==> config.mk <==
export PLATFORM = sky130hd
export DESIGN_NAME = tlul_racl_range_gate
export DESIGN_NICKNAME = d
export VERILOG_FILES = /design/src/rtl/tlul_pkg.sv /design/src/rtl/tlul_racl_range_gate.sv
export SDC_FILE = /design/constraint.sdc
export NUM_CORES = 1
export LEC_CHECK = 0
export BUFFER_PORTS_ARGS = -buffer_cell sky130_fd_sc_hd__buf_4
export CAP_MARGIN = 20
export CORE_AREA = 3 3 272 274
export CTS_CLUSTER_DIAMETER = 50
export DETAILED_ROUTE_END_ITERATION = 8
export DIE_AREA = 0 0 275 277
export SYNTH_ARGS = -nofsm -noshare
export SYNTH_HDL_FRONTEND = slang
export SYNTH_SLANG_ARGS = --single-unit
==> constraint.sdc <==
create_clock -name clk_i -period 12.7 [get_ports clk_i]
set_input_delay 2.54 -clock clk_i [delete_from_list [all_inputs] [get_ports clk_i]]
set_output_delay 2.54 -clock clk_i [all_outputs]
set_load 0.005 [all_outputs]
==> src/rtl/tlul_pkg.sv <==
// Minimal TL-UL channel types shared by the RACL range gate and its bench.
// Only the fields the gate inspects or regenerates are modelled.
package tlul_pkg;

  localparam int TL_AW  = 32;
  localparam int TL_DW  = 32;
  localparam int TL_AIW = 8;
  localparam int TL_DIW = 1;
  localparam int TL_SZW = 2;
  localparam int TL_DBW = 4;

  typedef enum logic [2:0] {
    PutFullData    = 3'h0,
    PutPartialData = 3'h1,
    Get            = 3'h4
  } tl_a_op_e;

  typedef enum logic [2:0] {
    AccessAck     = 3'h0,
    AccessAckData = 3'h1
  } tl_d_op_e;

  // rsvd carries the RACL role in its LSBs with the CTN UID above it
  typedef struct packed {
    logic [4:0] rsvd;
    logic [3:0] instr_type;
    logic [6:0] cmd_intg;
    logic [6:0] data_intg;
  } tl_a_user_t;

  typedef struct packed {
    logic [6:0] rsp_intg;
    logic [6:0] data_intg;
  } tl_d_user_t;

  typedef struct packed {
    logic                a_valid;
    tl_a_op_e            a_opcode;
    logic [2:0]          a_param;
    logic [TL_SZW-1:0]   a_size;
    logic [TL_AIW-1:0]   a_source;
    logic [TL_AW-1:0]    a_address;
    logic [TL_DBW-1:0]   a_mask;
    logic [TL_DW-1:0]    a_data;
    tl_a_user_t          a_user;
    logic                d_ready;
  } tl_h2d_t;

  typedef struct packed {
    logic                d_valid;
    tl_d_op_e            d_opcode;
    logic [2:0]          d_param;
    logic [TL_SZW-1:0]   d_size;
    logic [TL_AIW-1:0]   d_source;
    logic [TL_DIW-1:0]   d_sink;
    logic [TL_DW-1:0]    d_data;
    tl_d_user_t          d_user;
    logic                d_error;
    logic                a_ready;
  } tl_d2h_t;

endpackage

==> src/rtl/tlul_racl_range_gate.sv <==
// RACL gate on one TL-UL link: range-based role check on every A request;
// denied requests are answered locally with an error, logged and counted.
//
// state   | meaning
// StIdle  | channels pass through; a denied request is absorbed here
// StRsp   | error response driven to host; A and device D stalled
module tlul_racl_range_gate
  import tlul_pkg::*;
#(
  parameter int NumRanges        = 4,
  parameter int NrPolicies       = 4,
  parameter int NrRoleBits       = 2,
  parameter int NrUidBits        = 2,
  parameter int DefaultPolicySel = 0,
  parameter int CntW             = 16,
  localparam int PolSelW  = (NrPolicies > 1) ? $clog2(NrPolicies) : 1,
  localparam int RoleVecW = 2 ** NrRoleBits,
  localparam int PolW     = 2 * RoleVecW,
  localparam int RangeW   = 2 * TL_AW + PolSelW + 1
) (
  input  logic                       clk_i,
  input  logic                       rst_ni,
  input  tl_h2d_t                    tl_h_i,
  output tl_d2h_t                    tl_h_o,
  output tl_h2d_t                    tl_d_o,
  input  tl_d2h_t                    tl_d_i,
  input  logic [NrPolicies*PolW-1:0] policies_i,
  input  logic [NumRanges*RangeW-1:0] ranges_i,
  input  logic                       log_clear_i,
  output logic                       racl_error_o,
  output logic                       err_valid_o,
  output logic                       err_overflow_o,
  output logic [NrRoleBits-1:0]      err_role_o,
  output logic [NrUidBits-1:0]       err_uid_o,
  output logic                       err_read_o,
  output logic [TL_AW-1:0]           err_addr_o,
  output logic [CntW-1:0]            deny_cnt_o
);

  typedef enum logic {StIdle, StRsp} state_e;

  state_e                state_q, state_d;
  logic                  is_read, allow, denied_hs;
  logic [NrRoleBits-1:0] role;
  logic [NrUidBits-1:0]  uid;
  logic [TL_AIW-1:0]     rsp_source_q;
  logic [TL_SZW-1:0]     rsp_size_q;
  logic                  rsp_read_q;

  assign is_read = (tl_h_i.a_opcode == Get);
  assign role    = tl_h_i.a_user.rsvd[NrRoleBits-1:0];
  assign uid     = tl_h_i.a_user.rsvd[NrRoleBits+NrUidBits-1:NrRoleBits];

  // Descending scan so the lowest matching range is the one left in sel
  always_comb begin
    int                  sel;
    logic [RangeW-1:0]   rng;
    logic [TL_AW-1:0]    base, limit;
    logic [PolW-1:0]     pol;
    logic                pol_hit;
    logic [RoleVecW-1:0] read_perm, write_perm;
    sel     = DefaultPolicySel;
    rng     = '0;
    base    = '0;
    limit   = '0;
    pol     = '0;
    pol_hit = 1'b0;
    for (int i = NumRanges - 1; i >= 0; i--) begin
      rng   = ranges_i[i*RangeW +: RangeW];
      base  = rng[RangeW-1 -: TL_AW];
      limit = rng[PolSelW+1 +: TL_AW];
      if (rng[0] && (tl_h_i.a_address >= base) && (tl_h_i.a_address <= limit)) begin
        sel = int'(rng[PolSelW:1]);
      end
    end
    // A selector naming no existing policy leaves pol_hit low and denies
    for (int p = 0; p < NrPolicies; p++) begin
      if (sel == p) begin
        pol     = policies_i[p*PolW +: PolW];
        pol_hit = 1'b1;
      end
    end
    read_perm  = pol[RoleVecW-1:0];
    write_perm = pol[PolW-1:RoleVecW];
    allow      = pol_hit && (is_read ? read_perm[role] : write_perm[role]);
  end

  assign denied_hs = (state_q == StIdle) && tl_h_i.a_valid && !allow;

  always_comb begin
    state_d = state_q;
    tl_d_o  = tl_h_i;
    tl_h_o  = tl_d_i;
    unique case (state_q)
      StIdle: begin
        if (tl_h_i.a_valid && !allow) begin
          tl_d_o.a_valid = 1'b0;
          tl_h_o.a_ready = 1'b1;
          state_d        = StRsp;
        end
      end
      StRsp: begin
        tl_d_o.a_valid  = 1'b0;
        tl_d_o.d_ready  = 1'b0;
        tl_h_o.a_ready  = 1'b0;
        tl_h_o.d_valid  = 1'b1;
        tl_h_o.d_opcode = rsp_read_q ? AccessAckData : AccessAck;
        tl_h_o.d_param  = '0;
        tl_h_o.d_size   = rsp_size_q;
        tl_h_o.d_source = rsp_source_q;
        tl_h_o.d_sink   = '0;
        tl_h_o.d_data   = '0;
        tl_h_o.d_user   = '0;
        tl_h_o.d_error  = 1'b1;
        if (tl_h_i.d_ready) state_d = StIdle;
      end
      default: state_d = StIdle;
    endcase
  end

  always_ff @(posedge clk_i or negedge rst_ni) begin
    if (!rst_ni) begin
      state_q      <= StIdle;
      rsp_source_q <= '0;
      rsp_size_q   <= '0;
      rsp_read_q   <= 1'b0;
    end else begin
      state_q <= state_d;
      if (denied_hs) begin
        rsp_source_q <= tl_h_i.a_source;
        rsp_size_q   <= tl_h_i.a_size;
        rsp_read_q   <= is_read;
      end
    end
  end

  // A clear in the same cycle as a denial still lets that denial be captured
  always_ff @(posedge clk_i or negedge rst_ni) begin
    if (!rst_ni) begin
      racl_error_o   <= 1'b0;
      err_valid_o    <= 1'b0;
      err_overflow_o <= 1'b0;
      err_role_o     <= '0;
      err_uid_o      <= '0;
      err_read_o     <= 1'b0;
      err_addr_o     <= '0;
      deny_cnt_o     <= '0;
    end else begin
      racl_error_o <= denied_hs;
      if (log_clear_i) begin
        err_valid_o    <= 1'b0;
        err_overflow_o <= 1'b0;
      end
      if (denied_hs) begin
        if (!err_valid_o || log_clear_i) begin
          err_valid_o <= 1'b1;
          err_role_o  <= role;
          err_uid_o   <= uid;
          err_read_o  <= is_read;
          err_addr_o  <= tl_h_i.a_address;
        end else begin
          err_overflow_o <= 1'b1;
        end
        if (deny_cnt_o != {CntW{1'b1}}) deny_cnt_o <= deny_cnt_o + 1'b1;
      end
    end
  end

endmodule

==> results.md <==
Run status:
- The flow ran to the end, and the final reports show no timing, DRC or antenna violations.

Critical path:
- The worst flop-to-flop path startpoint is state_q$_DFF_PN0_.
- Counting cells, the worst reg-to-reg path comes to 4.
- The worst setup path is launched from a primary input.
- Setup slack on the worst reg-to-reg path comes out at 9.57 ns.
- The largest fanout on the critical path is 19.
- The cell type with the highest occurrence count on the critical path is sky130_fd_sc_hd__buf_4.
- The worst-path cell with the longest stage delay is sky130_fd_sc_hd__a2111oi_0.
- The endpoint identified for the worst register-to-register timing path is err_addr_o[2]$_DFFE_PN0P_.
- The critical path endpoint category is an output pin.
- The data required time of the worst path is 10.16 ns.
- The critical path start-end classification is primary input to output pin.
- The data arrival time of the worst path is 7.91 ns.
- Walking the worst path, the cells encountered are buf_4 > ha_1 > nand3_1 > nor2_1 > nand2_1 > or4_1 > a2111oi_0 > a211oi_1 > nand2b_1 > mux2_4 > mux2i_1 > a221oi_1 > a2bb2oi_4 > nand2_4 > nand2_1 > buf_4 > o21ai_0 > buf_4.
- In this design, the stage delay of the slowest critical-path cell is 0.75 ns.

Route:
- The violation count after the first detailed-routing iteration is 450.
- Dividing the detail-routed wire length by the instance count gives around 21 µm.
- The detailed router placed 11488 vias in this run.
- The first detailed-routing pass took 5 iterations.
- In this run the remaining antenna-violating nets after routing total 0.
- Using the TritonRoute via totals, the vias-per-cell ratio works out to 4.05.
- After detailed routing, the number of remaining DRC violations is 0.
- The final wirelength is 59.2 mm.

Run:
- The max-capacitance violation count is 0.

Clock tree:
- The number of gates resized after CTS was 0.
- The clock passes through at most 2 buffers.
- The number of H-tree levels is 3.
- The number of clock buffers inserted by TritonCTS is 9.
- The CTS root buffer is sky130_fd_sc_hd__clkbuf_16.
- The hold buffer count at cts is 0.
- At the later pin of the worst-skew pair, clock insertion delay measures approximately 0.38 ns.
- After clock tree synthesis, the setup repair step added 0 buffers.
- TritonCTS built the clock tree.
- After clock tree synthesis, the clock-pin slew on the worst setup and hold paths is 0.07 ns.
- Clock tree synthesis found a total of roughly 70 sinks.

STA:
- Clock skew on the completed layout was measured at 0.0136 ns.
- Dividing the final minimum period by the clock period gives 0.823.
- Headroom to the max-slew limit came out at 0.127.
- The number of slew-limit violations in the final report is 0.
- Adding up every negative setup slack in the final design gives 0 ns.
- For the pin with the worst max-slew slack, the measured transition is 1.30 ns.
- The shortest period the worst path allows is 10.45 ns.
- The count of endpoints failing setup in the final report is 0.
- Derived from the worst setup path, the maximum achievable clock frequency is 0.0957 GHz.
- Setup repair after global routing left no endpoint under its margin.
- The hold violation count in the final report came to 0.

Yosys:
- The number of synthesized register bits is slightly below 70.
- sky130_fd_sc_hd__ha_1 takes more of the synthesized area than any other cell.
- For this run, the number of Yosys warnings is 0.
- The synthesized design contains 0 enable-type register cells.
- The most instantiated flip-flop cell in the synthesis netlist is sky130_fd_sc_hd__dfrtp_1.
- Of the post-synthesis cell area, the dominant cell type holds 0.282.
- For this run, the register share of the synthesized area comes to 0.149.
- The instance count of the mapped netlist is between 1000 and 1500.
- The cell area after synthesis is 11400 µm².
- Counting every net in the synthesized netlist gives 2127.
- In the post-synthesis netlist, the biggest area contributors are sky130_fd_sc_hd__ha_1, sky130_fd_sc_hd__dfrtp_1, sky130_fd_sc_hd__inv_1, sky130_fd_sc_hd__buf_4, sky130_fd_sc_hd__a21oi_1.
- The proportion of register bits with asynchronous set or reset after synthesis is 1.00.
- The number of different library cells used by synthesis comes to 72.
- The mean post-synth cell area is 8.19 µm².

Global routing:
- The first-pass GRT wire length is slightly above 80 mm.
- After global routing the overflow that remains totals 0.
- The largest net degree at the start of global routing is 70.
- The initial antenna violation count was 26.
- The via count of the first global-routing pass was 11562.
- Across every metal layer, demand over resource in global routing totals 0.150.

Placed design:
- Summing all placed instances gives a cell area of 16100 µm².
- The final HPWL from detailed placement is 51.4 mm.
- The port buffer count is 592.
- The number of placed instances, taps included, is 2807.
- The global placer's final weighted congestion is roughly 0.86.

Floorplanning:
- The floorplan has 98 rows.
- The height of the die is 277 µm.
- The number of top-level pins is about 710.
- The region available for standard cell placement spans 71600 µm².
- The floorplan step set the die width to 275 µm.
- The die covers 76200 µm².
- The starting density of the core is 0.159.

Finish:
- Leaving out fill and tap cells, the most frequent cells in the layout are sky130_fd_sc_hd__buf_4, sky130_fd_sc_hd__inv_1, sky130_fd_sc_hd__ha_1.
- The layout has 7980 filler cells.
- Summing all flip-flop and latch instances after layout gives 1700 µm².
- The post-route standard cell area excluding fillers is 16500 µm².
- The non-filler instance count after layout is 2839.
- In the final layout, the share of cells above drive strength 1 is 0.365.
- The number of nets in the final layout is 2603.
- For this run, the share of the core covered by cells in the final layout is 0.230.
- In the final layout, the multi-input gates occupy 7740 µm².
- The most frequent standard cell in the layout excluding fill and tap cells is sky130_fd_sc_hd__buf_4.
- Compared with the post-synthesis result, the final layout area differs by 44.5%.

Power and ir drop:
- Summing internal, switching and leakage power gives 1480 µW.
- The leakage power summed over all cells is 0.00892 µW.
- VDD sags by at most 0.0620 mV.
- Dividing total power by cell area gives a power density of 89.7 nW/µm².

Hold path:
- The cell count of the worst hold path is 1.
- The worst hold path belongs to the class flop to flop.
- The worst hold path begins at err_addr_o[0]$_DFFE_PN0P_.
- The hold-critical path endpoint is err_addr_o[0]$_DFFE_PN0P_.
==> metrics by stage <==
stage	hold WS [ns]	worst slack, ns
after floorplan	0.466	3.94
after global placement	0.471	2.05
after detailed placement	0.481	2.08
after CTS	0.497	2.09
after global routing	0.512	1.85
final	0.495	2.25
==> per-layer routing <==
metal  vias up  GRT usage  part of all wire
li1       5705          -                 -
met1      5243      0.184              0.42
met2       453      0.251              0.48
met3        75     0.0403             0.077
met4        12     0.0524             0.025
met5         -          0            0.0015
==> state kept, by name (all words and copies together) (netlist names), 2 cells and up <==
signal        cells
err_role_o        2
rsp_size_q        2
err_addr_o       32
err_uid_o         2
rsp_source_q      8
deny_cnt_o       16
==> worst max-delay path by stage <==
| stage | startpoint | endpoint | slack, ns | depth (start not counted) |
|---|---|---|---|---|
| after CTS | tl_h_i[88] | tl_h_o[0] | 2.09 | 18 |
| after global routing | tl_h_i[88] | tl_h_o[0] | 1.85 | 18 |
| after detailed placement | tl_h_i[88] | tl_h_o[0] | 2.08 | 18 |
| after global placement | tl_h_i[88] | tl_h_o[0] | 2.05 | 18 |
| after floorplan | tl_h_i[60] | tl_h_o[0] | 3.94 | 17 |
| final | tl_h_i[88] | tl_h_o[0] | 2.25 | 18 |
==> synthesized netlist by cell type (26+ instances only) <==
| cell type | number |
|---|---|
| sky130_fd_sc_hd__a21oi_1 | 99 |
| sky130_fd_sc_hd__nor2b_1 | 69 |
| sky130_fd_sc_hd__dfrtp_1 | 68 |
| sky130_fd_sc_hd__inv_1 | 274 |
| sky130_fd_sc_hd__nor2_1 | 28 |
| sky130_fd_sc_hd__nand3_1 | 29 |
| sky130_fd_sc_hd__buf_4 | 107 |
| sky130_fd_sc_hd__o21ai_0 | 47 |
| sky130_fd_sc_hd__nand2_1 | 63 |
| sky130_fd_sc_hd__ha_1 | 257 |
| sky130_fd_sc_hd__mux2_4 | 31 |
| sky130_fd_sc_hd__mux2_2 | 26 |
| sky130_fd_sc_hd__nand4_1 | 47 |
==> area by class of cell <==
type | instances | area share
Antenna cell | 16 | 0.00243
Clock buffer | 9 | 0.0137
Sequential cell | 68 | 0.103
Inverter | 274 | 0.0624
Tap cell | 950 | 0.0721
Clock inverter | 7 | 0.00501
Timing Repair Buffer | 595 | 0.271
Multi-Input combinational cell | 920 | 0.470
==> where the power goes <==
group / internal [µW] / total, µW / switching [µW]
sequential: 305 / 368 / 62.4
clock: 156 / 286 / 130
combinational: 459 / 824 / 365
==> cell families after synthesis <==
kind of cell             Yosys count  share of synthesized area
adder cells (fa/ha/maj)          257                      0.282
flip-flops                        68                      0.149
buffers and inverters            404                      0.172
multiplexers                      80                     0.0877
XOR/XNOR                          12                    0.00922
AO/OA/AOI/OAI                    263                      0.151
AND/OR/NAND/NOR                  308                      0.149
==> critical path, delay by kind of cell <==
kind	cells	cell delay, ns
simple gates	7	1.93
compound gates	5	1.82
mux	2	0.67
buf+inv	3	0.59
fa+ha+maj	1	0.31
No activity file was read; power rests on OpenSTA's default activity.
